==> config.mk <==
export PLATFORM = sky130hd
export DESIGN_NAME = instr_fetch_unit
export DESIGN_NICKNAME = d
export VERILOG_FILES = /design/src/rtl/instr_fetch_unit_pkg.sv /design/src/rtl/instr_fetch_unit.sv
export SDC_FILE = /design/constraint.sdc
export NUM_CORES = 1
export LEC_CHECK = 0
export CAP_MARGIN = 15
export CELL_PAD_IN_SITES_DETAIL_PLACEMENT = 0
export CELL_PAD_IN_SITES_GLOBAL_PLACEMENT = 1
export CORE_UTILIZATION = 14
export DETAILED_ROUTE_END_ITERATION = 10
export GPL_ROUTABILITY_DRIVEN = 0
export PLACE_DENSITY = 0.9
export SLEW_MARGIN = 20
export SYNTH_ARGS = -nofsm -noshare
export SYNTH_HDL_FRONTEND = slang
export SYNTH_SLANG_ARGS = --single-unit
==> constraint.sdc <==
create_clock -name clk -period 2 [get_ports clk]
set_clock_uncertainty 0.2 [all_clocks]
set_input_delay 0.2 -clock clk [delete_from_list [all_inputs] [get_ports clk]]
set_output_delay 0.2 -clock clk [all_outputs]
set_load 0.01 [all_outputs]
==> src/rtl/instr_fetch_unit_pkg.sv <==
// -----------------------------------------------------------------------------
// instr_fetch_unit_pkg
//   Shared definitions for the fetch sequencer: opcode constants, the MOV
//   immediate sub-field value, the 3-bit fetch state encoding and a helper
//   that recognises the two-word instruction form.
// -----------------------------------------------------------------------------
package instr_fetch_unit_pkg;

  // Opcode field lives in the top nibble of the first instruction word.
  localparam logic [3:0] OPC_MOV = 4'h0;
  localparam logic [3:0] OPC_ADD = 4'h1;
  localparam logic [3:0] OPC_SUB = 4'h2;
  localparam logic [3:0] OPC_AND = 4'h3;
  localparam logic [3:0] OPC_OR  = 4'h4;
  localparam logic [3:0] OPC_JMP = 4'h5;
  localparam logic [3:0] OPC_BR  = 4'h6;

  // Low nibble of a MOV selecting the immediate form; the immediate itself
  // follows as a second word.
  localparam logic [3:0] MOV_IMM = 4'h8;

  typedef enum logic [2:0] {
    ST_IDLE   = 3'd0,
    ST_FETCH1 = 3'd1,
    ST_LOAD1  = 3'd2,
    ST_FETCH2 = 3'd3,
    ST_LOAD2  = 3'd4,
    ST_VALID  = 3'd5,
    ST_HALT   = 3'd6
  } fetch_state_t;

  // True when the first word announces a trailing immediate word.
  function automatic logic is_two_word(input logic [3:0] opc,
                                       input logic [3:0] sub);
    return (opc == OPC_MOV) && (sub == MOV_IMM);
  endfunction

endpackage

==> src/rtl/instr_fetch_unit.sv <==
// -----------------------------------------------------------------------------
// instr_fetch_unit
//   Fetch sequencer sitting upstream of the CPU's PC and IR_HI/IR_LO register
//   instances. It steps the PC, reads instruction words from a synchronous
//   memory, loads them into the IR halves and offers the completed
//   instruction to the decode/execute FSM over a valid/ready handshake.
//   A retiring instruction may redirect the PC or halt fetching.
//
// Ports
//   clk              rising-edge clock
//   rst_n            asynchronous active-low reset
//   i_start          one-cycle pulse, begins fetching at the current PC
//   i_pc_q           PC register output
//   o_pc_ld/o_pc_inc PC register load / increment controls
//   o_pc_d           PC register load value (redirect target)
//   o_mem_addr       memory read address
//   i_mem_rdata      memory read data, valid the cycle after o_mem_addr
//   o_ir_d           IR_HI/IR_LO register input
//   o_ir_hi_ld/lo_ld IR half load controls
//   o_ins_valid      IR holds a complete instruction
//   i_ins_ready      consumer retires the instruction this cycle
//   i_redirect       with retire: next PC is i_redirect_addr
//   i_redirect_addr  jump target
//   i_halt           with retire: stop fetching (beats i_redirect)
//
// The PC register's clear input is deliberately not driven from here; the
// PC only moves through ld (redirect) and inc (sequential fetch).
// -----------------------------------------------------------------------------
module instr_fetch_unit
  import instr_fetch_unit_pkg::*;
#(
  parameter int ADDR_WIDTH = 6,
  parameter int DATA_WIDTH = 16
) (
  input  logic                  clk,
  input  logic                  rst_n,
  input  logic                  i_start,
  input  logic [ADDR_WIDTH-1:0] i_pc_q,
  output logic                  o_pc_ld,
  output logic                  o_pc_inc,
  output logic [ADDR_WIDTH-1:0] o_pc_d,
  output logic [ADDR_WIDTH-1:0] o_mem_addr,
  input  logic [DATA_WIDTH-1:0] i_mem_rdata,
  output logic [DATA_WIDTH-1:0] o_ir_d,
  output logic                  o_ir_hi_ld,
  output logic                  o_ir_lo_ld,
  output logic                  o_ins_valid,
  input  logic                  i_ins_ready,
  input  logic                  i_redirect,
  input  logic [ADDR_WIDTH-1:0] i_redirect_addr,
  input  logic                  i_halt
);

  fetch_state_t r_state;
  fetch_state_t w_state_next;
  logic         w_two_word;

  // Opcode is the top nibble, MOV sub-form the bottom nibble of word one.
  assign w_two_word = is_two_word(i_mem_rdata[DATA_WIDTH-1 -: 4],
                                  i_mem_rdata[3:0]);

  // Reset drops straight to IDLE; since every output is a decode of the
  // state, a fetch in flight is abandoned before any IR load can commit.
  always_ff @(posedge clk or negedge rst_n) begin
    if (!rst_n) begin
      r_state <= ST_IDLE;
    end else begin
      r_state <= w_state_next;
    end
  end

  always_comb begin
    w_state_next = r_state;
    o_pc_ld      = 1'b0;
    o_pc_inc     = 1'b0;
    o_pc_d       = '0;
    o_mem_addr   = '0;
    o_ir_d       = '0;
    o_ir_hi_ld   = 1'b0;
    o_ir_lo_ld   = 1'b0;
    o_ins_valid  = 1'b0;

    unique case (r_state)
      ST_IDLE: begin
        if (i_start) begin
          w_state_next = ST_FETCH1;
        end
      end

      // Issue the read and bump the PC in the same cycle; the memory
      // returns the word while the PC already points past it.
      ST_FETCH1: begin
        o_mem_addr   = i_pc_q;
        o_pc_inc     = 1'b1;
        w_state_next = ST_LOAD1;
      end

      ST_LOAD1: begin
        o_ir_d       = i_mem_rdata;
        o_ir_hi_ld   = 1'b1;
        w_state_next = w_two_word ? ST_FETCH2 : ST_VALID;
      end

      // PC was incremented in FETCH1 (wrapping naturally at the top of the
      // address space), so the immediate word is read from i_pc_q directly.
      ST_FETCH2: begin
        o_mem_addr   = i_pc_q;
        o_pc_inc     = 1'b1;
        w_state_next = ST_LOAD2;
      end

      ST_LOAD2: begin
        o_ir_d       = i_mem_rdata;
        o_ir_lo_ld   = 1'b1;
        w_state_next = ST_VALID;
      end

      // Only state where the handshake inputs matter. Nothing is loaded or
      // incremented while stalled, so PC and IR stay put.
      ST_VALID: begin
        o_ins_valid = 1'b1;
        if (i_ins_ready) begin
          if (i_halt) begin
            w_state_next = ST_HALT;
          end else begin
            if (i_redirect) begin
              o_pc_ld = 1'b1;
              o_pc_d  = i_redirect_addr;
            end
            w_state_next = ST_FETCH1;
          end
        end
      end

      // Terminal until reset.
      ST_HALT: begin
        w_state_next = ST_HALT;
      end

      default: begin
        w_state_next = ST_IDLE;
      end
    endcase
  end

endmodule
## After elaboration in Yosys (flattened, before gate mapping)

Cells that the tools add are included.
Widths: inputs -> output; s select.

- Eq/ne operators: 9
- Multiplexer cells: 19
- Reductions and logical operators: 6

Operator list:

| operator | number |
|---|---|
| $mux 6 | 5 |
| $pmux 3 s7 | 1 |
| $mux 16 | 1 |
| $mux 3 | 4 |
| $eq 3x3->1 const B | 3 |
| $mux 1 | 8 |
| $eq 3x2->1 const B | 2 |
| $eq 4x4->1 const B | 1 |
| $logic_not 4->1 | 1 |
| $ne 2x2->1 const B | 2 |
| $reduce_or 2->1 | 2 |
| $eq 3x1->1 const B | 1 |
| $logic_not 3->1 | 1 |
| $reduce_and 2->1 | 1 |
| $logic_and 1x1->1 | 1 |

- Register bits: 3
- Input bits: 34
- Output and inout port bits: 33
- Logic and storage cells: 35

## Longest topological paths before layout

Gate-level depths: netlist of the first run.

- Depth after elaboration: 4
- Mapped depth: 5

## Worst setup path before layout of the first run

No wires, ideal clock.

- Path kind: register -> output
- Start point: reg r_state[2]
- End point: out o_ir_d[10]
- Arrival: 1.170 ns
- Data required time: 1.600 ns
- Slack: 0.430 ns
- Cell stages (with the launch flop): 6
- Path buffers: 2
- Path through: dfrtp_1 -> buf_6 -> nand2b_1 -> a21oi_2 -> buf_4 -> and2_1

- Longest elaborated chain between the ends: 3

RTL lines:

| item | line | text |
|---|---|---|
| start, declared | instr_fetch_unit.sv:54 | `fetch_state_t r_state;` |
| start signal, assigned | instr_fetch_unit.sv:68 | `r_state <= w_state_next;` |
| $eq 3x3->1 or $eq 3x2->1 (tied branches) | instr_fetch_unit.sv:83 | `unique case (r_state)` |
| $reduce_or 2->1 (no line) * | -- |  |
| $mux 16 * | instr_fetch_unit.sv:83 |  |
| end, declared | instr_fetch_unit.sv:44 | `output logic [DATA_WIDTH-1:0] o_ir_d,` |

Every way passes the cells marked *; elsewhere a longest branch is shown, timed or not.

## Worst setup path after layout of the first run

- Start point: in i_halt
- End point: out o_pc_d[4]

- Longest elaborated chain between the ends: 3

RTL lines:

| item | line | text |
|---|---|---|
| start, declared | instr_fetch_unit.sv:51 | `input logic i_halt` |
| $mux 6 | instr_fetch_unit.sv:123 | `if (i_halt) begin` |
| $mux 6 | instr_fetch_unit.sv:122 | `if (i_ins_ready) begin` |
| $mux 6 | instr_fetch_unit.sv:83 |  |
| end, declared | instr_fetch_unit.sv:41 | `output logic [ADDR_WIDTH-1:0] o_pc_d,` |

No other way between the ends.

==> out/qor.txt, run 1 <==
fmax: 521 MHz
r2r setup slk: 0.46 ns
Syn Std Cell Area: 478 µm²
overall routed net length: 2.00 mm
worst flop-to-flop path startpoint: r_state[0]
FF+latch count, synth: 3
# diodes: 0
Syn Area/Cell: 7.35 µm²
Max-Cap Viols: 0
final hold violation count: 0
Required @ worst endpoint: 1.60 ns
leak pwr: 0.623 nW
CTS Buffer Depth: 2
CTS Buf Count: 3
die height: 60.4 µm
vias after detailed routing: 715
worst slew margin relative to its limit: 0.844
initial core utilization: 0.152
final antenna-violating net count: 0
Crit Path Class: in2out
largest net degree at the start of global routing: 17
maximum vdd drop: 0.231 mV
GR Overflow Total: 0
initial detailed-routing violation count: 11
Arr. time, crit path: 1.52 ns
final slew viol count: 0
CP cell instances: clkdlybuf4s50_1 > nand4b_1 > nor2_4 > buf_4 > and2_1 > dlygate4sd2_1
post-synth cell types: 25
via/cell ratio: 3.80
DR pass1 iterations: 4
width of the die: 60.4 µm
post-layout util: 0.408
final net count: 179
hold_sp: r_state[2]
cells after synthesis: 65
# IOs: 67
clk sinks: 3
layout cells sized above 1: 0.167
Worst Reg-to-Reg Cells: 4
CORE AREA: 3150 µm²
register area share after synthesis: 0.157
Slowest-stage cell, CP: clkdlybuf4s50_1
port bufs: 66
worst stage delay on the critical path: 0.42 ns
Hold Crit Depth: 2
Largest Register: r_state
status: completed
CTS tree: yes
pre-CTS worst setup slack: -0.196 ns
top cells by area, synth: and2_1, dfrtp_1, nor2_1, buf_4, nand2b_4
post-synth top area share: 0.366
Clock transition at path regs: 0.03 ns
Critical Path End Type: primary output
yosys warns: 0
initial antenna violation count: 0
Final period util: 0.959
Reg area: 76.3 µm²
clock latency on the worst-skew pair: 0.24 ns
total power: 1.18 mW
vias in the first global route: 661
cell taking the most area after synthesis: and2_1
worst hold endpoint: r_state[2]
post-layout worst setup margin: 0.0822 ns
row cnt: 20
biggest regs: r_state x3
WL per Instance: 10.6 µm
Reg-to-Reg End: r_state[1]
CTS root buf: clkbuf_4
Power per Cell Area: 917 nW/µm²
Tot GR Track Use: 0.107
total die area: 3650 µm²
critical path launch point type: input pin
slew at the pin closest to its max-slew limit: 0.231 ns
DRC Markers: 0
first-pass GRT wire length: 2.91 mm
min-delay worst type: reg2reg
Layout area overhead: 169%
Critical path origin: i_halt
Final setup viols: 0
CTS H-tree depth: 1
area of the multi-input gates: 379 µm²
Detail Placement HPWL: 1.69 mm
Syn Nets: 99
crit path max fanout: 4
fin crit period: 1.92 ns
fill count: 330
max reg flops: 3
==> per-stage QoR <==
stage          hold WS (ns)  instance area, µm²  std cells  setup TNS (ns)
2_1_floorplan        -0.296                 478         65               0
3_3_place_gp          0.195                1210        178          -0.617
3_5_place_dp          0.206                1210        178           -1.22
4_1_cts               0.436                1230        183               0
5_1_grt               0.468                1290        188        -0.00167
6_report              0.435                1290        188               0
==> repair_timing <==
item / in CTS / in global routing
endpoints found under the setup margin: 31 / 12
hold buffers: 1 / 0
setup buffers: 0 / 5
gates resized for setup: 36 / 11
hold endpoints to repair: 3 / 0
pin swaps: 0 / 1
==> cells in the mapped netlist (all sizes together) <==
library cell and n:
nor2 7, or4 1, o21ai 1, o31a 1, nand3 1, inv 2, nor3 3, or3b 1
nand4b 1, dfrtp 3, nor4 1, o211a 1, o2bb2ai 1, buf 4, and2 28, a21oi 1
a31oi 1, nand2b 3, nor2b 2, or4b 1, nand2 1
==> layout make-up <==
class | count | area share
Timing Repair Buffer | 79 | 0.577
Multi-Input combinational cell | 56 | 0.294
Sequential cell | 3 | 0.0593
Tap cell | 44 | 0.0428
Clock buffer | 4 | 0.0204
Inverter | 2 | 0.00583
==> how the worst max path moves through the flow <==
stage / to / slack (ns) / cells past startpoint
final: o_pc_d[4] / 0.08 / 6
after global routing: o_ir_d[14] / -0.001 / 6
after CTS: o_pc_ld / 0.02 / 3
after detailed placement: o_pc_d[2] / -0.20 / 5
after global placement: o_pc_d[2] / -0.10 / 5
after floorplan: o_ir_d[10] / 0.43 / 5
==> layout by cell type (no fill, tap or decap), types with 2 or more instances in the layout <==
master            n
buf_4            11
clkdlybuf4s15_1  10
nor2_1            5
clkbuf_4          3
nor2_4            2
clkdlybuf4s50_1  36
dlygate4sd2_1    19
and2_1           28
nor3_1            2
nor2b_1           2
dfrtp_1           2
nand2b_1          2
==> report_power, final <==
part / leakage [nW] / internal (mW) / total [mW] / switching (mW)
registers: 0.0356 / 0.0933 / 0.129 / 0.0353
clock network: 0.0150 / 0.0749 / 0.109 / 0.0338
logic: 0.573 / 0.534 / 0.943 / 0.410
total: 0.623 / 0.702 / 1.18 / 0.479
==> cell families (layout without fill, tap and decap cells) <==
family,Yosys count,in the layout,synth area share
buf+inv,6,85,0.0811
simple gates,50,50,0.662
compound gates,6,6,0.0995
flops,3,3,0.157
==> worst max-delay path, delay by kind of cell <==
kind / cells / cell delay (ns)
buffers and inverters: 3 / 0.81
AND/OR/NAND/NOR: 3 / 0.51
==> routing by layer <==
layer | track usage | routed length, µm
met3 | 0.0277 | 102
met2 | 0.212 | 1150
met5 | 0 | 0
met1 | 0.108 | 732
met4 | 0.0292 | 12
No activity file was read; power rests on OpenSTA's default activity.
==> inputs of run 2 (changes only) <==
--- a/config.mk
+++ b/config.mk
@@ -8,10 +8,10 @@
 export CAP_MARGIN = 15
 export CELL_PAD_IN_SITES_DETAIL_PLACEMENT = 0
 export CELL_PAD_IN_SITES_GLOBAL_PLACEMENT = 1
-export CORE_UTILIZATION = 14
+export CORE_UTILIZATION = 15
 export DETAILED_ROUTE_END_ITERATION = 10
 export GPL_ROUTABILITY_DRIVEN = 0
-export PLACE_DENSITY = 0.9
+export PLACE_DENSITY = 0.95
 export SLEW_MARGIN = 20
 export SYNTH_ARGS = -nofsm -noshare
 export SYNTH_HDL_FRONTEND = slang
==> constraint.sdc (replaced) <==
create_clock -name clk -period 2.4 [get_ports clk]
set_clock_uncertainty 0.2 [all_clocks]
set_input_delay 0.24 -clock clk [delete_from_list [all_inputs] [get_ports clk]]
set_output_delay 0.24 -clock clk [all_outputs]
set_load 0.01 [all_outputs]
==> out/qor.txt, run 2 (synthesis gave the netlist of run 1 again) <==
status: completed
fmax: 440 MHz
CTS tree: yes
met3 wire len: 171 µm (+68%)
initial core utilization: 0.158 (+0.00626)
DR top layer: met3
layout cells sized above 1: 0.110 (-0.0564)
Reg area: 77.6 µm² (+1.6%)
sequential power share: 0.140 (+0.031)
Crit Path Class: reg2out
switching power: 0.369 mW (-23%)
vias in the first global route: 599 (-9.4%)
via/cell ratio: 3.96 (+4.0%)
initial antenna violation count: 0 (unchanged)
Net Sw Frac: 0.377 (-0.0281)
Max-Cap Viols: 0 (unchanged)
CTS Buffer Depth: 2 (unchanged)
worst slew margin relative to its limit: 0.777 (-0.0679)
final hold violation count: 0 (unchanged)
leading cell types in the layout, fill and taps excluded: clkdlybuf4s50_1, and2_1, nor2_1
width of the die: 58.5 µm (-3.3%)
clock latency on the worst-skew pair: 0.23 ns (about the same)
CTS H-tree depth: 1 (unchanged)
maximum vdd drop: 0.410 mV (+77%)
vias after detailed routing: 712 (-0.42%)
clk sinks: 3 (unchanged)
crit path max fanout: 16 (+12)
Power per Cell Area: 790 nW/µm² (-14%)
max reg flops: 3 (unchanged)
Setup TNS: 0 ns (unchanged)
overall routed net length: 1.71 mm (-15%)
GR Overflow Total: 0 (unchanged)
Layout area overhead: 159%
Tot GR Track Use: 0.0940 (-0.0126)
slew at the pin closest to its max-slew limit: 0.334 ns (+0.103 ns)
CORE AREA: 3030 µm² (-4.0%)
fin crit period: 2.27 ns
final cell count without fillers: 180 (-4.3%)
Detail Placement HPWL: 1.41 mm (-17%)
final net count: 171 (-4.5%)
total die area: 3420 µm² (-6.4%)
RSZ-0062 raised after global routing: no
DRC Markers: 0 (unchanged)
min-delay worst type: reg2reg
Comb power frac: 0.770 (-0.029)
Final setup viols: 0 (unchanged)
largest net degree at the start of global routing: 17 (unchanged)
die height: 58.5 µm (-3.3%)
leak pwr: 0.472 nW (-24%)
CTS Buf Count: 3 (unchanged)
Final period util: 0.946
Metal-1 WL: 656 µm (-10%)
# diodes: 0 (unchanged)
first-pass GRT wire length: 2.59 mm (-11%)
most common cell after layout, fill and taps aside: clkdlybuf4s50_1
initial detailed-routing violation count: 13 (+2)
Clock transition at path regs: 0.04 ns (about the same)
WL met2: 878 µm (-24%)
# IOs: 67 (unchanged)
DR pass1 iterations: 3 (-1)
Critical Path End Type: primary output
port bufs: 66 (unchanged)
final slew viol count: 0 (unchanged)
WL per Instance: 9.48 µm (-11%)
final antenna-violating net count: 0 (unchanged)
Arr. time, crit path: 1.83 ns (+0.31 ns)
Largest Register: r_state
Int Pwr: 0.609 mW (-13%)
Required @ worst endpoint: 1.96 ns (+0.36 ns)
fill count: 316 (-4.2%)
critical path launch point type: flip-flop
post-placement cell count: 172 (-3.4%)
pre-CTS worst setup slack: 0.0866 ns (+0.283 ns)
clock network power share: 0.089 (-0.003)
row cnt: 20 (unchanged)
post-layout worst setup margin: 0.129 ns (+0.0466 ns)
biggest regs: r_state x3
CTS root buf: clkbuf_4
area of the multi-input gates: 367 µm² (-3.3%)
run 2: stage by stage:
step	instance area (µm²)	power, mW	hold slack, ns	util
3_3_place_gp	1170	0.829	0.232	0.386
3_5_place_dp	1170	0.840	0.237	0.386
5_1_grt	1240	1.05	0.384	0.409
4_1_cts	1210	0.941	0.465	0.399
2_1_floorplan	478	0.492	-0.256	-
6_report	1240	0.978	0.372	0.409
run 2: power by group through the flow:
stage,clock network (mW),logic [mW],registers (mW)
2_1_floorplan,0,0.405,0.0871
6_report,0.0875,0.753,0.137
4_1_cts,0.0930,0.702,0.146
5_1_grt,0.0982,0.813,0.142
3_5_place_dp,0,0.696,0.143
3_3_place_gp,0,0.689,0.140
run 2: final cells by class:
| cell class | instances | share of cell area |
|---|---|---|
| repair buffers | 71 | 0.569 |
| flip-flops and latches | 3 | 0.0627 |
| clock buffers | 4 | 0.0212 |
| well taps | 44 | 0.0445 |
| multi-input cells | 56 | 0.296 |
| inverters | 2 | 0.00607 |
run 2: worst paths after layout:
| path | start | to | slack (ns) | depth (start not counted) |
|---|---|---|---|---|
| max | r_state[1] | o_ir_d[12] | 0.13 | 5 |
| min | r_state[2] | r_state[2] | 0.37 | 1 |
| max reg2reg | r_state[2] | r_state[1] | 0.90 | 5 |
| min reg2reg | r_state[2] | r_state[2] | 0.37 | 1 |
| max in group asynchronous | rst_n | r_state[0] | 1.30 | 2 |
| min in group asynchronous | rst_n | r_state[2] | 0.54 | 2 |
run 2: metal layers:
| metal | track usage | vias to the layer above |
|---|---|---|
| met3 | 0.0286 | 0 |
| met4 | 0.0102 | 0 |
| met5 | 0 | - |
| li1 | - | 356 |
| met2 | 0.177 | 40 |
| met1 | 0.107 | 316 |
run 2: critical path: stages (launching register included):
cell	delay (ns)
dfrtp_1	0.45
nand2b_4	0.20
a21oi_2	0.13
buf_6	0.15
and2_1	0.14
clkdlybuf4s50_1	0.53
run 2: repair_timing:
action / 4_1_cts / 5_1_grt
resized for setup: 1 / 3
hold endpoints to repair: 3 / 0
hold buffers: 1 / 0
buffers inserted: 0 / 3
endpoints found under the setup margin: 10 / 28
